## src/rtl/uart_rx_pkg.sv

```systemverilog
// -----------------------------------------------------------------------------
// uart_rx_pkg
// Shared constants and helpers for the UART receive path.
//   - Supported oversampling ratios (8/16/32) and the fallback ratio of 16.
//   - Frame bit numbers as counted by the sampler's Bit_Counter
//     (start bit is 1, data bits are 2..9, parity 10, stop 10 or 11).
//   - Bit_Counter saturation value.
//   - 2-of-3 majority vote helper.
// -----------------------------------------------------------------------------
package uart_rx_pkg;

  // Legal oversampling ratios and the value used when Prescale is illegal
  localparam int PRESCALE_8       = 8;
  localparam int PRESCALE_16      = 16;
  localparam int PRESCALE_32      = 32;
  localparam int PRESCALE_DEFAULT = PRESCALE_16;

  // Frame bit numbering seen on Bit_Counter
  localparam int BIT_START       = 1;
  localparam int BIT_FIRST_DATA  = 2;
  localparam int BIT_LAST_DATA   = 9;
  localparam int BIT_PARITY      = 10;
  localparam int BIT_STOP_NO_PAR = 10;
  localparam int BIT_STOP_PAR    = 11;

  // Bit_Counter is 4 bits wide and holds at this value instead of wrapping
  localparam int BIT_COUNT_W   = 4;
  localparam int BIT_COUNT_MAX = 15;

  typedef logic [BIT_COUNT_W-1:0] bit_cnt_t;

  // Two-of-three majority used to reject a single-sample glitch
  function automatic logic majority3(input logic a, input logic b, input logic c);
    return (a & b) | (a & c) | (b & c);
  endfunction

endpackage : uart_rx_pkg

```

## src/rtl/uart_rx_sampler_if.sv

```systemverilog
// -----------------------------------------------------------------------------
// uart_rx_sampler_if
// Control/status bundle between the receive FSM and the bit sampler.
//   Prescale    : oversampling ratio requested for the next frame
//   Counter_En  : FSM enables edge/bit counting
//   New_Fram    : one-cycle pulse restarting the frame timebase
//   Edge_Count  : oversample position within the current bit
//   Bit_Counter : number of bits sampled in the current frame
//   Sampled_Bit : majority-voted bit value
//   Out_Valid   : one-cycle pulse, Sampled_Bit/Bit_Counter are fresh
// Modports:
//   master : receive FSM side (drives Prescale/Counter_En/New_Fram)
//   slave  : sampler side (drives the counters and the sampled bit)
// -----------------------------------------------------------------------------
interface uart_rx_sampler_if #(
  parameter int PRESCALE_W = 6
) ();

  logic [PRESCALE_W-1:0] Prescale;
  logic                  Counter_En;
  logic                  New_Fram;
  logic [PRESCALE_W-1:0] Edge_Count;
  logic [3:0]            Bit_Counter;
  logic                  Sampled_Bit;
  logic                  Out_Valid;

  modport master (
    output Prescale,
    output Counter_En,
    output New_Fram,
    input  Edge_Count,
    input  Bit_Counter,
    input  Sampled_Bit,
    input  Out_Valid
  );

  modport slave (
    input  Prescale,
    input  Counter_En,
    input  New_Fram,
    output Edge_Count,
    output Bit_Counter,
    output Sampled_Bit,
    output Out_Valid
  );

endinterface : uart_rx_sampler_if

```

## src/rtl/uart_rx_sync.sv

```systemverilog
// -----------------------------------------------------------------------------
// uart_rx_sync
// Two-flop synchronizer for the asynchronous serial line. Both flops reset to
// 1 (line idle) so that leaving reset never looks like a start-bit edge.
// The module only exists in builds with UART_RX_IN_SYNC_EN defined, which is
// the only configuration that instantiates it.
// Ports:
//   CLK      : receive clock
//   RSTn     : asynchronous active-low reset
//   rx_async : raw serial line
//   rx_sync  : line delayed by two clocks, safe to sample
// -----------------------------------------------------------------------------
`ifdef UART_RX_IN_SYNC_EN
module uart_rx_sync (
  input  logic CLK,
  input  logic RSTn,
  input  logic rx_async,
  output logic rx_sync
);

  logic meta_r;
  logic sync_r;

  // Two-stage capture of the asynchronous line, idle-high after reset
  always_ff @(posedge CLK or negedge RSTn) begin
    if (!RSTn) begin
      meta_r <= 1'b1;
      sync_r <= 1'b1;
    end else begin
      meta_r <= rx_async;
      sync_r <= meta_r;
    end
  end

  assign rx_sync = sync_r;

endmodule : uart_rx_sync
`endif

```

## src/rtl/uart_rx_sampler.sv

```systemverilog
// -----------------------------------------------------------------------------
// uart_rx_sampler
// Oversampling bit sampler for a UART receiver. Counts oversample edges inside
// each bit, captures the line three times around the bit centre
// (Pl/2-1, Pl/2, Pl/2+1), majority-votes the captures and reports the result
// with a one-cycle Out_Valid pulse together with the running bit number.
// The oversampling ratio (Pl) is latched on New_Fram and holds for the whole
// frame; an unsupported ratio falls back to 16.
//
// Ports:
//   CLK    : receive clock (oversampling rate)
//   RSTn   : asynchronous active-low reset
//   RX_IN  : serial line, idle high
//   bus    : uart_rx_sampler_if.slave (Prescale, Counter_En, New_Fram in;
//            Edge_Count, Bit_Counter, Sampled_Bit, Out_Valid out)
//
// Build option:
//   UART_RX_IN_SYNC_EN : route RX_IN through a 2-flop synchronizer
//                        (uart_rx_sync) before capture; every capture then
//                        sees the line as it was two clocks earlier.
// -----------------------------------------------------------------------------
module uart_rx_sampler
  import uart_rx_pkg::*;
#(
  parameter int PRESCALE_W = 6
) (
  input  logic               CLK,
  input  logic               RSTn,
  input  logic               RX_IN,
  uart_rx_sampler_if.slave   bus
);

  // Line value seen by the capture points
  logic rx_cap_s;

`ifdef UART_RX_IN_SYNC_EN
  uart_rx_sync u_rx_sync (
    .CLK      (CLK),
    .RSTn     (RSTn),
    .rx_async (RX_IN),
    .rx_sync  (rx_cap_s)
  );
`else
  assign rx_cap_s = RX_IN;
`endif

  // Frame state
  logic [PRESCALE_W-1:0] pl_r;        // prescale latched at New_Fram
  logic [PRESCALE_W-1:0] edge_cnt_r;
  bit_cnt_t              bit_cnt_r;
  logic                  sampled_r;
  logic                  valid_r;
  logic                  vote_lo_r;   // capture at Pl/2-1
  logic                  vote_mid_r;  // capture at Pl/2
  // Set by New_Fram, cleared by reset: a frame aborted by reset stays silent
  // until the FSM starts a new one.
  logic                  armed_r;

  // Derived timing points
  logic [PRESCALE_W-1:0] pl_next_s;
  logic [PRESCALE_W-1:0] cap_mid_s;
  logic [PRESCALE_W-1:0] cap_lo_s;
  logic [PRESCALE_W-1:0] cap_hi_s;
  logic [PRESCALE_W-1:0] edge_wrap_s;
  logic [PRESCALE_W-1:0] edge_next_s;
  bit_cnt_t              bit_cnt_inc_s;
  logic                  counting_s;

  // Sanitise the requested prescale; only 8/16/32 are accepted
  always_comb begin
    pl_next_s = PRESCALE_W'(PRESCALE_DEFAULT);
    case (bus.Prescale)
      PRESCALE_W'(PRESCALE_8),
      PRESCALE_W'(PRESCALE_16),
      PRESCALE_W'(PRESCALE_32): pl_next_s = bus.Prescale;
      default:                  pl_next_s = PRESCALE_W'(PRESCALE_DEFAULT);
    endcase
  end

  // Capture points, edge wrap and saturating bit increment for the latched Pl
  always_comb begin
    cap_mid_s   = pl_r >> 1;
    cap_lo_s    = cap_mid_s - PRESCALE_W'(1);
    cap_hi_s    = cap_mid_s + PRESCALE_W'(1);
    edge_wrap_s = pl_r - PRESCALE_W'(1);
    if (edge_cnt_r == edge_wrap_s) begin
      edge_next_s = {PRESCALE_W{1'b0}};
    end else begin
      edge_next_s = edge_cnt_r + PRESCALE_W'(1);
    end
    if (bit_cnt_r == bit_cnt_t'(BIT_COUNT_MAX)) begin
      bit_cnt_inc_s = bit_cnt_r;
    end else begin
      bit_cnt_inc_s = bit_cnt_r + 4'd1;
    end
    counting_s = bus.Counter_En & armed_r;
  end

  // Frame timebase, capture/vote and output registers
  always_ff @(posedge CLK or negedge RSTn) begin
    if (!RSTn) begin
      pl_r       <= PRESCALE_W'(PRESCALE_DEFAULT);
      edge_cnt_r <= {PRESCALE_W{1'b0}};
      bit_cnt_r  <= 4'd0;
      sampled_r  <= 1'b1;
      valid_r    <= 1'b0;
      vote_lo_r  <= 1'b0;
      vote_mid_r <= 1'b0;
      armed_r    <= 1'b0;
    end else if (bus.New_Fram) begin
      // New_Fram wins over counting, voting and output in the same cycle
      pl_r       <= pl_next_s;
      edge_cnt_r <= PRESCALE_W'(1);
      bit_cnt_r  <= 4'd0;
      valid_r    <= 1'b0;
      vote_lo_r  <= 1'b0;
      vote_mid_r <= 1'b0;
      armed_r    <= 1'b1;
    end else if (counting_s) begin
      edge_cnt_r <= edge_next_s;
      if (edge_cnt_r == cap_lo_s) begin
        vote_lo_r <= rx_cap_s;
      end
      if (edge_cnt_r == cap_mid_s) begin
        vote_mid_r <= rx_cap_s;
      end
      // Third capture is voted directly, result appears next cycle
      if (edge_cnt_r == cap_hi_s) begin
        sampled_r <= majority3(vote_lo_r, vote_mid_r, rx_cap_s);
        bit_cnt_r <= bit_cnt_inc_s;
        valid_r   <= 1'b1;
      end else begin
        valid_r   <= 1'b0;
      end
    end else begin
      // Idle: counters parked, last sampled bit kept for the FSM
      edge_cnt_r <= {PRESCALE_W{1'b0}};
      bit_cnt_r  <= 4'd0;
      valid_r    <= 1'b0;
    end
  end

  assign bus.Edge_Count  = edge_cnt_r;
  assign bus.Bit_Counter = bit_cnt_r;
  assign bus.Sampled_Bit = sampled_r;
  assign bus.Out_Valid   = valid_r;

endmodule : uart_rx_sampler

```

## src/flat_wrapper.sv

```systemverilog
// flat-port wrapper written by rule: the top's interface ports become plain ports
module uart_rx_sampler_flat import uart_rx_pkg::*;
#(
  parameter int PRESCALE_W = 6
)
  (CLK, RSTn, RX_IN, bus_Prescale, bus_Counter_En, bus_New_Fram, bus_Edge_Count, bus_Bit_Counter, bus_Sampled_Bit, bus_Out_Valid);
  uart_rx_sampler_if #(.PRESCALE_W(PRESCALE_W)) bus_i ();
  input  logic CLK;
  input  logic RSTn;
  input  logic RX_IN;
  input wire logic [$bits(bus_i.Prescale)-1:0] bus_Prescale;
  input wire logic [$bits(bus_i.Counter_En)-1:0] bus_Counter_En;
  input wire logic [$bits(bus_i.New_Fram)-1:0] bus_New_Fram;
  output wire logic [$bits(bus_i.Edge_Count)-1:0] bus_Edge_Count;
  output wire logic [$bits(bus_i.Bit_Counter)-1:0] bus_Bit_Counter;
  output wire logic [$bits(bus_i.Sampled_Bit)-1:0] bus_Sampled_Bit;
  output wire logic [$bits(bus_i.Out_Valid)-1:0] bus_Out_Valid;
  assign bus_i.Prescale = bus_Prescale;
  assign bus_i.Counter_En = bus_Counter_En;
  assign bus_i.New_Fram = bus_New_Fram;
  assign bus_Edge_Count = bus_i.Edge_Count;
  assign bus_Bit_Counter = bus_i.Bit_Counter;
  assign bus_Sampled_Bit = bus_i.Sampled_Bit;
  assign bus_Out_Valid = bus_i.Out_Valid;
  uart_rx_sampler #(.PRESCALE_W(PRESCALE_W)) u_core (.CLK(CLK), .RSTn(RSTn), .RX_IN(RX_IN), .bus(bus_i));
endmodule
```

## config.mk

```make
export PLATFORM = sky130hd
export DESIGN_NAME = uart_rx_sampler_flat
export DESIGN_NICKNAME = d
export VERILOG_FILES = /design/src/rtl/uart_rx_pkg.sv /design/src/rtl/uart_rx_sampler_if.sv /design/src/rtl/uart_rx_sync.sv /design/src/rtl/uart_rx_sampler.sv /design/src/flat_wrapper.sv
export SDC_FILE = /design/constraint.sdc
export NUM_CORES = 1
export LEC_CHECK = 0
export ABC_AREA = 0
export ABC_CLOCK_PERIOD_IN_PS = 5400
export CAP_MARGIN = 10
export CORE_ASPECT_RATIO = 0.8
export CORE_UTILIZATION = 46
export DETAILED_ROUTE_END_ITERATION = 8
export GPL_TIMING_DRIVEN = 0
export HOLD_SLACK_MARGIN = 0.06
export PLACE_DENSITY = 0.7
export SYNTH_ARGS = -nofsm -noshare
export SYNTH_HDL_FRONTEND = slang
export SYNTH_SLANG_ARGS = --single-unit
```

## constraint.sdc

```tcl
create_clock -name CLK -period 5.4 [get_ports CLK]
set_input_delay 0.54 -clock CLK [delete_from_list [all_inputs] [get_ports CLK]]
set_output_delay 0.54 -clock CLK [all_outputs]
set_load 0.1 [all_outputs]
```

-- After elaboration in Yosys (flattened, before gate mapping)
Cells that the tools add are included.
- $add $sub $neg: 5
- multipliers: 0
- divide/modulo/power cells: 0
- magnitude comparators: 0
- equal/unequal tests: 10
- shift operators: 0
- mux-type cells: 17
- bitwise operators: 7
- reductions and logical operators: 8
- operators by type and width (kind ; number):
    $mux 6 ; 4
    $eq 6x6->1 ; 3
    $mux 4 ; 4
    $mux 1 ; 9
    $add 5x1->6 const B ; 1
    $add 6x1->6 const B ; 1
    $eq 6x4->1 const B ; 1
    $eq 6x5->1 ; 1
    $eq 6x5->1 const B ; 1
    $eq 6x6->1 const B ; 1
    $ne 3x3->1 const B ; 2
    $reduce_and 2->1 ; 3
    $reduce_bool 2->1 ; 3
    $sub 5x1->6 const B ; 1
    $sub 6x1->6 const B ; 1
    $add 4x1->4 const B ; 1
    $and 1x1->1 ; 4
    $eq 4x4->1 const B ; 1
    $reduce_and 3->1 ; 1
    $reduce_or 3->1 ; 1
    $or 1x1->1 ; 2
    $not 1->1 ; 1
- register bits after elaboration: 21
- latch bits: 0
- memory bits (writable): 0
- memory bits (read-only): 0
- bits of input ports: 11
- output and inout port bits: 12
- memories kept: 0

-- Logic depth before layout (Yosys ltp)
Gate-level depths: netlist of run 1.
- word-level depth: 5
- mapped depth: 7
- depth with buffers taken out: 7

-- Worst setup path before layout of run 1
Ideal clock, no wire load.
- path type: register to register
- start: reg u_core.edge_cnt_r[3], in the netlist u_core.bus.Edge_Count[3]
- end: reg u_core.bit_cnt_r[0], in the netlist u_core.bus.Bit_Counter[0]
- library setup time: 0.078 ns
- arrival: 2.431 ns
- path slack: 2.891 ns
- cell stages (with the launch flop): 7
- path buffers: 1
- cell sequence: dfrtp_1 buf_4 xnor2_4 xor2_1 or4b_4 or3_1 a21oi_1
- word-level cells in the longest chain between the ends: 3
- RTL lines (element ; RTL line ; text):
    start: declaration ; uart_rx_sampler.sv:49 ; logic [PRESCALE_W-1:0] edge_cnt_r;
    start signal: assignment ; uart_rx_sampler.sv:103 ; edge_cnt_r <= {PRESCALE_W{1'b0}};
    start signal: assignment ; uart_rx_sampler.sv:120 ; edge_cnt_r <= edge_next_s;
    start signal: assignment ; uart_rx_sampler.sv:137 ; edge_cnt_r <= {PRESCALE_W{1'b0}};
    $eq 6x6->1 ; uart_rx_sampler.sv:128 ; if (edge_cnt_r == cap_hi_s) begin
    $ne 3x3->1 (no source line) ; n/a ;
    $reduce_and 2->1 (no source line) ; n/a ;
    end signal: assignment ; uart_rx_sampler.sv:130 ; bit_cnt_r <= bit_cnt_inc_s;
    end: declaration ; uart_rx_sampler.sv:50 ; bit_cnt_t bit_cnt_r;
No other way between the ends.
A chain may end at the register's enable or synchronous reset.

-- Worst setup path after layout of run 1
- start: reg u_core.pl_r[2]
- end: reg u_core.edge_cnt_r[2], in the netlist u_core.bus.Edge_Count[2]
- word-level cells in the longest chain between the ends: 5
- RTL lines (element ; RTL line ; text):
    start: declaration ; uart_rx_sampler.sv:48 ; logic [PRESCALE_W-1:0] pl_r;
    start signal: assignment ; uart_rx_sampler.sv:102 ; pl_r <= PRESCALE_W'(PRESCALE_DEFAULT);
    start signal: assignment ; uart_rx_sampler.sv:112 ; pl_r <= pl_next_s;
    $sub 6x1->6 ; uart_rx_sampler.sv:85 ; edge_wrap_s = pl_r - PRESCALE_W'(1);
    $eq 6x6->1 ; uart_rx_sampler.sv:86 ; if (edge_cnt_r == edge_wrap_s) begin
    $mux 6 ; uart_rx_sampler.sv:86 ;
    $mux 6 ; uart_rx_sampler.sv:119 ; end else if (counting_s) begin
    $mux 6 ; uart_rx_sampler.sv:110 ; end else if (bus.New_Fram) begin
No other way between the ends.

==> flow_summary.yaml, run 1 <==
run_status:
  status: "finished, final reports clean"
grt:
  antenna_found_initial: 0
  gr-total-overflow: 0
  grtUsageTotal_pct: 21.5
  grt_max_degree: 22
  grt_pass1_wl_mm: 5.29
  grt_pass1_vias: 1121
floorplan:
  ios: 23
  die_x_um: 63.9
  start_util_pct: 49.8
  rows: 17
  core-area_um2: 2830
  fp.dieH_um: 51.5
  die_area_um2: 3290
pwr:
  power_switching_share_pct: 26.4
  leakage_nw: 0.701
  p_int_mw: 0.227
  seq_power_share_pct: 52.3
  pwr-share-clk_pct: 33.3
  combPwrFrac_pct: 14.5
  p_switching_mw: 0.0817
  power_density_nw_per_um2: 179
  ir_drop_mv: 0.161
critical_path:
  arrival_ns: 2.96
  crit_fanout: 8
  crit_chain: "inv_1 > ha_1 > a21boi_0 > xnor2_1 > nand3_1 > o41ai_1 > nor2_1"
  startpoint_type: "flip-flop"
  cp-end-kind: "flip-flop"
  cp_top_family: "compound AO/OA/AOI/OAI gates"
  path_buf_inv: 1
  slowest_stage: "o41ai_1"
  slowest_delay_ns: 0.94
  critical_path_required_ns: 5.50
  crit_type: "reg2reg"
logic_synthesis:
  syn_nets: 167
  synthCells: 150
  ys_ff_latch: 21
  yosysWarnings: 0
  syn_avg_cell_area_um2: 9.40
  syn_area_um2: 1410
  ys_types: 39
  synth_edf_count: 0
  synthArstFlopShare_pct: 100
  synth_ff_type: "dfrtp_1"
  yosysSeqAreaShare_pct: 37.4
detailed_routing:
  drtIter0Drc: 60
  dr.pass1.iters: 4
  routed-wl-met3_um: 129
  highest_layer: "met4"
  via_per_inst: 5.46
  met2_length_mm: 1.45
  totalWireLength_mm: 3.18
  routedLengthMet1_mm: 1.57
  vias: 1169
  antenna_left: 0
  wl_per_cell_um: 14.9
  drc_errors: 0
sta:
  slew_viol_final: 0
  slew_headroom_pct: 27.3
  rsz0062_at_grt: "no"
  hold_viol_final: 0
  tns_ns: 0
  tightest_slew_ns: 1.08
  fmax_ghz: 0.350
  finalCritPeriodShare_pct: 52.9
  min_period_ns: 2.86
  clock_skew_ns: 0.00550
  setup_viol: 0
finish:
  drive_gt1_share_pct: 8.52
  area_growth_pct: 22.3
  antennaDiodeCount: 0
  nNetsFinal: 194
  fin_area_um2: 1720
  fin_cells: 214
cts:
  clk_pin_slew_worst_paths_ns: 0.08
  cts_hold_buf: 0
  cts_sinks: 21
  root_buffer: "clkbuf_8"
  cts_resized: 0
  cts_max_path_buffers: 2
  cts_max_level: 1
  cts_tree: "built"
  cts_buffers: 3
  worstSkewPairLatency_ns: 0.26
  post_cts_buffers: 0
placed_design:
  place_inst: 210
  place_area_um2: 1680
  post-dp-hpwl_mm: 2.42
  routabilityCongestion: 0.852
  port_buffers: 22
hold_path:
  hp-class: "reg2reg"
flow_run:
  maxCapViolations: 0
## area by class of cell
| class | instances | area [µm²] |
|---|---|---|
| Tap cell | 38 | 47.5 |
| Sequential cell | 21 | 528 |
| Clock inverter | 1 | 5.00 |
| Fill cell | 255 | 1100 |
| Multi-Input combinational cell | 114 | 815 |
| Inverter | 7 | 26.3 |
| Timing Repair Buffer | 22 | 220 |
| Clock buffer | 3 | 41.3 |
| Buffer | 8 | 41.3 |
## stage by stage
stage / hold WS [ns] / worst slack, ns / utilization (%) / power, mW
detailed placement: 0.476 / 2.65 / 59.3 / 0.209
finish: 0.500 / 2.54 / 60.9 / 0.309
floorplan: 0.244 / 2.89 / - / 0.191
global placement: 0.478 / 2.78 / 59.3 / 0.208
global route: 0.524 / 2.38 / 60.9 / 0.324
CTS: 0.499 / 2.60 / 60.9 / 0.314
## layer usage
| metal | vias to the layer above | global-route usage (%) |
|---|---|---|
| met1 | 565 | 30.2 |
| met3 | 4 | 4.17 |
| met4 | 0 | 5.68 |
| met5 | - | 0 |
| li1 | 575 | - |
| met2 | 25 | 34.0 |
## layout by cell type, fill, tap and decap left out, types with 4 or more instances in the layout
| cell | Yosys | routed |
|---|---|---|
| clkdlybuf4s50_1 | 0 | 22 |
| dfrtp_1 | 19 | 19 |
| nor2_1 | 15 | 15 |
| xnor2_1 | 11 | 11 |
| xor2_1 | 11 | 11 |
| o21ai_0 | 8 | 8 |
| nand2_1 | 8 | 8 |
| inv_1 | 7 | 7 |
| nand3_1 | 7 | 7 |
| ha_1 | 6 | 6 |
| clkbuf_1 | 5 | 5 |
| nand4_1 | 5 | 5 |
| and3_1 | 4 | 4 |
## final timing paths
path                                             from                                    end  slack [ns]  cells after the start
min                        u_core.armed_r$_DFFE_PN0P_             u_core.armed_r$_DFFE_PN0P_        0.50                      1
max reg2reg                u_core.pl_r[2]$_DFFE_PN0P_     u_core.bus.Edge_Count[2]$_DFF_PN0_        2.54                      7
max in group asynchronous                        RSTn             u_core.pl_r[3]$_DFFE_PN0P_        4.02                      1
min in group asynchronous                        RSTn  u_core.bus.Bit_Counter[1]$_DFFE_PN0P_        0.80                      1
min reg2reg                u_core.armed_r$_DFFE_PN0P_             u_core.armed_r$_DFFE_PN0P_        0.50                      1
max                        u_core.pl_r[2]$_DFFE_PN0P_     u_core.bus.Edge_Count[2]$_DFF_PN0_        2.54                      7
## logic make-up after synthesis
group / Yosys count / share of synthesized area, %
AOI/OAI and AO/OA: 21 / 9.76
xor gates and xnor gates: 24 / 16.8
adders and majority gates: 7 / 6.03
buffers and inverters: 15 / 4.79
DFF: 21 / 37.4
muxes: 4 / 2.93
and+or+nand+nor: 58 / 22.3
## power groups by stage
stage | sequential, mW | combinational, mW | clock, mW
2_1_floorplan | 0.174 | 0.0169 | 0
3_3_place_gp | 0.165 | 0.0437 | 0
3_5_place_dp | 0.165 | 0.0444 | 0
4_1_cts | 0.162 | 0.0447 | 0.108
5_1_grt | 0.162 | 0.0484 | 0.113
6_report | 0.162 | 0.0447 | 0.103
## registers in the layout, indices dropped and copies added (netlist names)
name	count
u_core.vote_lo_r	1
u_core.armed_r	1
u_core.bus.Edge_Count	6
u_core.bus.Bit_Counter	4
u_core.bus.Sampled_Bit	1
u_core.vote_mid_r	1
u_core.pl_r	6
u_core.bus.Out_Valid	1
## synth_stat cells (4+ instances only)
| cell | instances | share of area [%] |
|---|---|---|
| xor2_1 | 11 | 6.8 |
| nor2_1 | 15 | 4.0 |
| dfrtp_1 | 19 | 34 |
| ha_1 | 6 | 5.3 |
| xnor2_1 | 11 | 6.8 |
| clkbuf_1 | 5 | 1.3 |
| nand3_1 | 7 | 2.5 |
| o21ai_0 | 8 | 2.8 |
| inv_1 | 7 | 1.9 |
| and3_1 | 4 | 1.8 |
| nand2_1 | 8 | 2.1 |
| nand4_1 | 5 | 2.2 |
(Power assumes the default switching activity.)
==> inputs of run 2 (changes only) <==
--- a/config.mk
+++ b/config.mk
@@ -6,7 +6,7 @@
 export NUM_CORES = 1
 export LEC_CHECK = 0
 export ABC_AREA = 0
-export ABC_CLOCK_PERIOD_IN_PS = 5400
+export ABC_CLOCK_PERIOD_IN_PS = 2800
 export CAP_MARGIN = 10
 export CORE_ASPECT_RATIO = 0.8
 export CORE_UTILIZATION = 46
==> constraint.sdc (replaced) <==
create_clock -name CLK -period 2.8 [get_ports CLK]
set_input_delay 0.28 -clock CLK [delete_from_list [all_inputs] [get_ports CLK]]
set_output_delay 0.28 -clock CLK [all_outputs]
set_load 0.1 [all_outputs]
==> run 2 against run 1 <==
  * Sequential share of layout area fell by 0.13 points
  * Fmax up 12%
  * Critical path type unchanged
  * Highest routed layer unchanged
  * Flip-flop and latch count is the same
==> flow_summary.yaml, run 2 (synthesis gave the netlist of run 1 again) <==
run_status:
  status: "finished, final reports clean"
floorplan:
  core-area_um2: 2830
  ios: 23
  die_area_um2: 3290
  rows: 17
  fp.dieH_um: 51.5
  die_x_um: 63.9
  start_util_pct: 49.8
finish:
  area_growth_pct: 22.8
  antennaDiodeCount: 0
  final_common_cell: "clkdlybuf4s50_1"
  fillers: 252
  nNetsFinal: 194
  seq_area_um2: 528
  final_cell_mix: "clkdlybuf4s50_1 (22), dfrtp_1 (19), nor2_1 (15), xnor2_1 (11), xor2_1 (11)"
  drive_gt1_share_pct: 9.09
  multi_input_area_um2: 822
critical_path:
  crit_start: "u_core.pl_r[2]$_DFFE_PN0P_"
  cp-end-kind: "flip-flop"
  crit_fanout: 8
  worstReg2RegStart: "u_core.pl_r[2]$_DFFE_PN0P_"
  arrival_ns: 2.66
  crit_type: "reg2reg"
  rrSetupSlack_ns: 0.26
  r2r_end: "u_core.bus.Edge_Count[2]$_DFF_PN0_"
  crit_end: "u_core.bus.Edge_Count[2]$_DFF_PN0_"
  startpoint_type: "flip-flop"
  critical_path_required_ns: 2.91
  reg2regPathDepth: 7
sta:
  min_period_ns: 2.54
  slew_headroom_pct: 35.3
  tightest_slew_ns: 0.968
  clock_skew_ns: 0.00614
  setup_viol: 0
  tns_ns: 0
  hold_viol_final: 0
  slew_viol_final: 0
  rsz0062_at_grt: "no"
  fmax_ghz: 0.394
  finalCritPeriodShare_pct: 90.7
detailed_routing:
  antenna_left: 0
  drtIter0Drc: 50
  drc_errors: 0
  totalWireLength_mm: 3.19
  vias: 1179
  wl_per_cell_um: 14.9
  dr.pass1.iters: 4
  via_per_inst: 5.51
placed_design:
  post-dp-hpwl_mm: 2.42
  port_buffers: 22
  routabilityCongestion: 0.852
flow_run:
  maxCapViolations: 0
cts:
  clk_pin_slew_worst_paths_ns: 0.08
  cts_tree: "built"
  worstSkewPairLatency_ns: 0.26
  root_buffer: "clkbuf_8"
  cts_max_level: 1
  cts_max_path_buffers: 2
  cts_buffers: 3
  post_cts_buffers: 0
  cts_sinks: 21
grt:
  grt_pass1_vias: 1121
  antenna_found_initial: 0
  grtUsageTotal_pct: 21.5
  grt_max_degree: 22
  grt_pass1_wl_mm: 5.29
  gr-total-overflow: 0
pwr:
  ir_drop_mv: 0.310
  total_power_mw: 0.596
  power_density_nw_per_um2: 344
  leakage_nw: 0.702
hold_path:
  hp-class: "reg2reg"
## run 2: how the worst min path moves through the flow
stage / start / end / slack [ns] / cells after the start
2_1_floorplan: RSTn / u_core.armed_r$_DFFE_PN0P_ / -0.02 / 0
3_3_place_gp: u_core.armed_r$_DFFE_PN0P_ / u_core.armed_r$_DFFE_PN0P_ / 0.48 / 1
3_5_place_dp: u_core.armed_r$_DFFE_PN0P_ / u_core.armed_r$_DFFE_PN0P_ / 0.48 / 1
4_1_cts: u_core.armed_r$_DFFE_PN0P_ / u_core.armed_r$_DFFE_PN0P_ / 0.50 / 1
5_1_grt: u_core.armed_r$_DFFE_PN0P_ / u_core.armed_r$_DFFE_PN0P_ / 0.52 / 1
6_report: u_core.armed_r$_DFFE_PN0P_ / u_core.armed_r$_DFFE_PN0P_ / 0.50 / 1
## run 2: layout make-up
type | count | share of cell area (%)
multi-input cells | 114 | 47.5
flip-flops and latches | 21 | 30.5
repair buffers | 22 | 12.7
well taps | 38 | 2.75
clock buffers | 3 | 2.38
plain buffers | 8 | 2.38
inverters | 7 | 1.52
clock inverters | 1 | 0.289
## run 2: critical path, stage by stage, from the launching register on
cell	delay, ns
dfrtp_1	0.48
inv_1	0.20
ha_1	0.32
a21boi_0	0.34
xnor2_1	0.16
nand3_1	0.12
o41ai_2	0.63
nor2_1	0.13
## run 2: what timing repair did
action	in CTS	in global routing
hold endpoints to repair	0	0
setup endpoints to repair	0	5
hold buffers	0	0
resized for setup	0	1
## run 2: per-stage QoR
stage | utilization [%] | std cells | hold WS, ns | worst slack (ns) | area (µm²)
after floorplan | - | 150 | -0.0156 | 0.291 | 1410
after global placement | 59.3 | 210 | 0.478 | 0.176 | 1680
after detailed placement | 59.3 | 210 | 0.476 | 0.0465 | 1680
after CTS | 60.9 | 214 | 0.499 | 0.00185 | 1720
after global routing | 61.2 | 214 | 0.524 | 0.134 | 1730
final | 61.2 | 214 | 0.500 | 0.259 | 1730
## run 2: metal layers
layer	track usage [%]	up-vias	share of wire, %
li1	-	577	-
met1	30.2	573	50
met2	34.0	25	46
met3	4.17	4	4.0
met4	5.68	0	0.75
met5	0	-	0
## run 2: where the power goes
| group | leakage, nW | switching [mW] | internal (mW) |
|---|---|---|---|
| registers | 0.278 | 0.00494 | 0.307 |
| logic | 0.399 | 0.0538 | 0.0332 |
| clock network | 0.0255 | 0.0981 | 0.0992 |
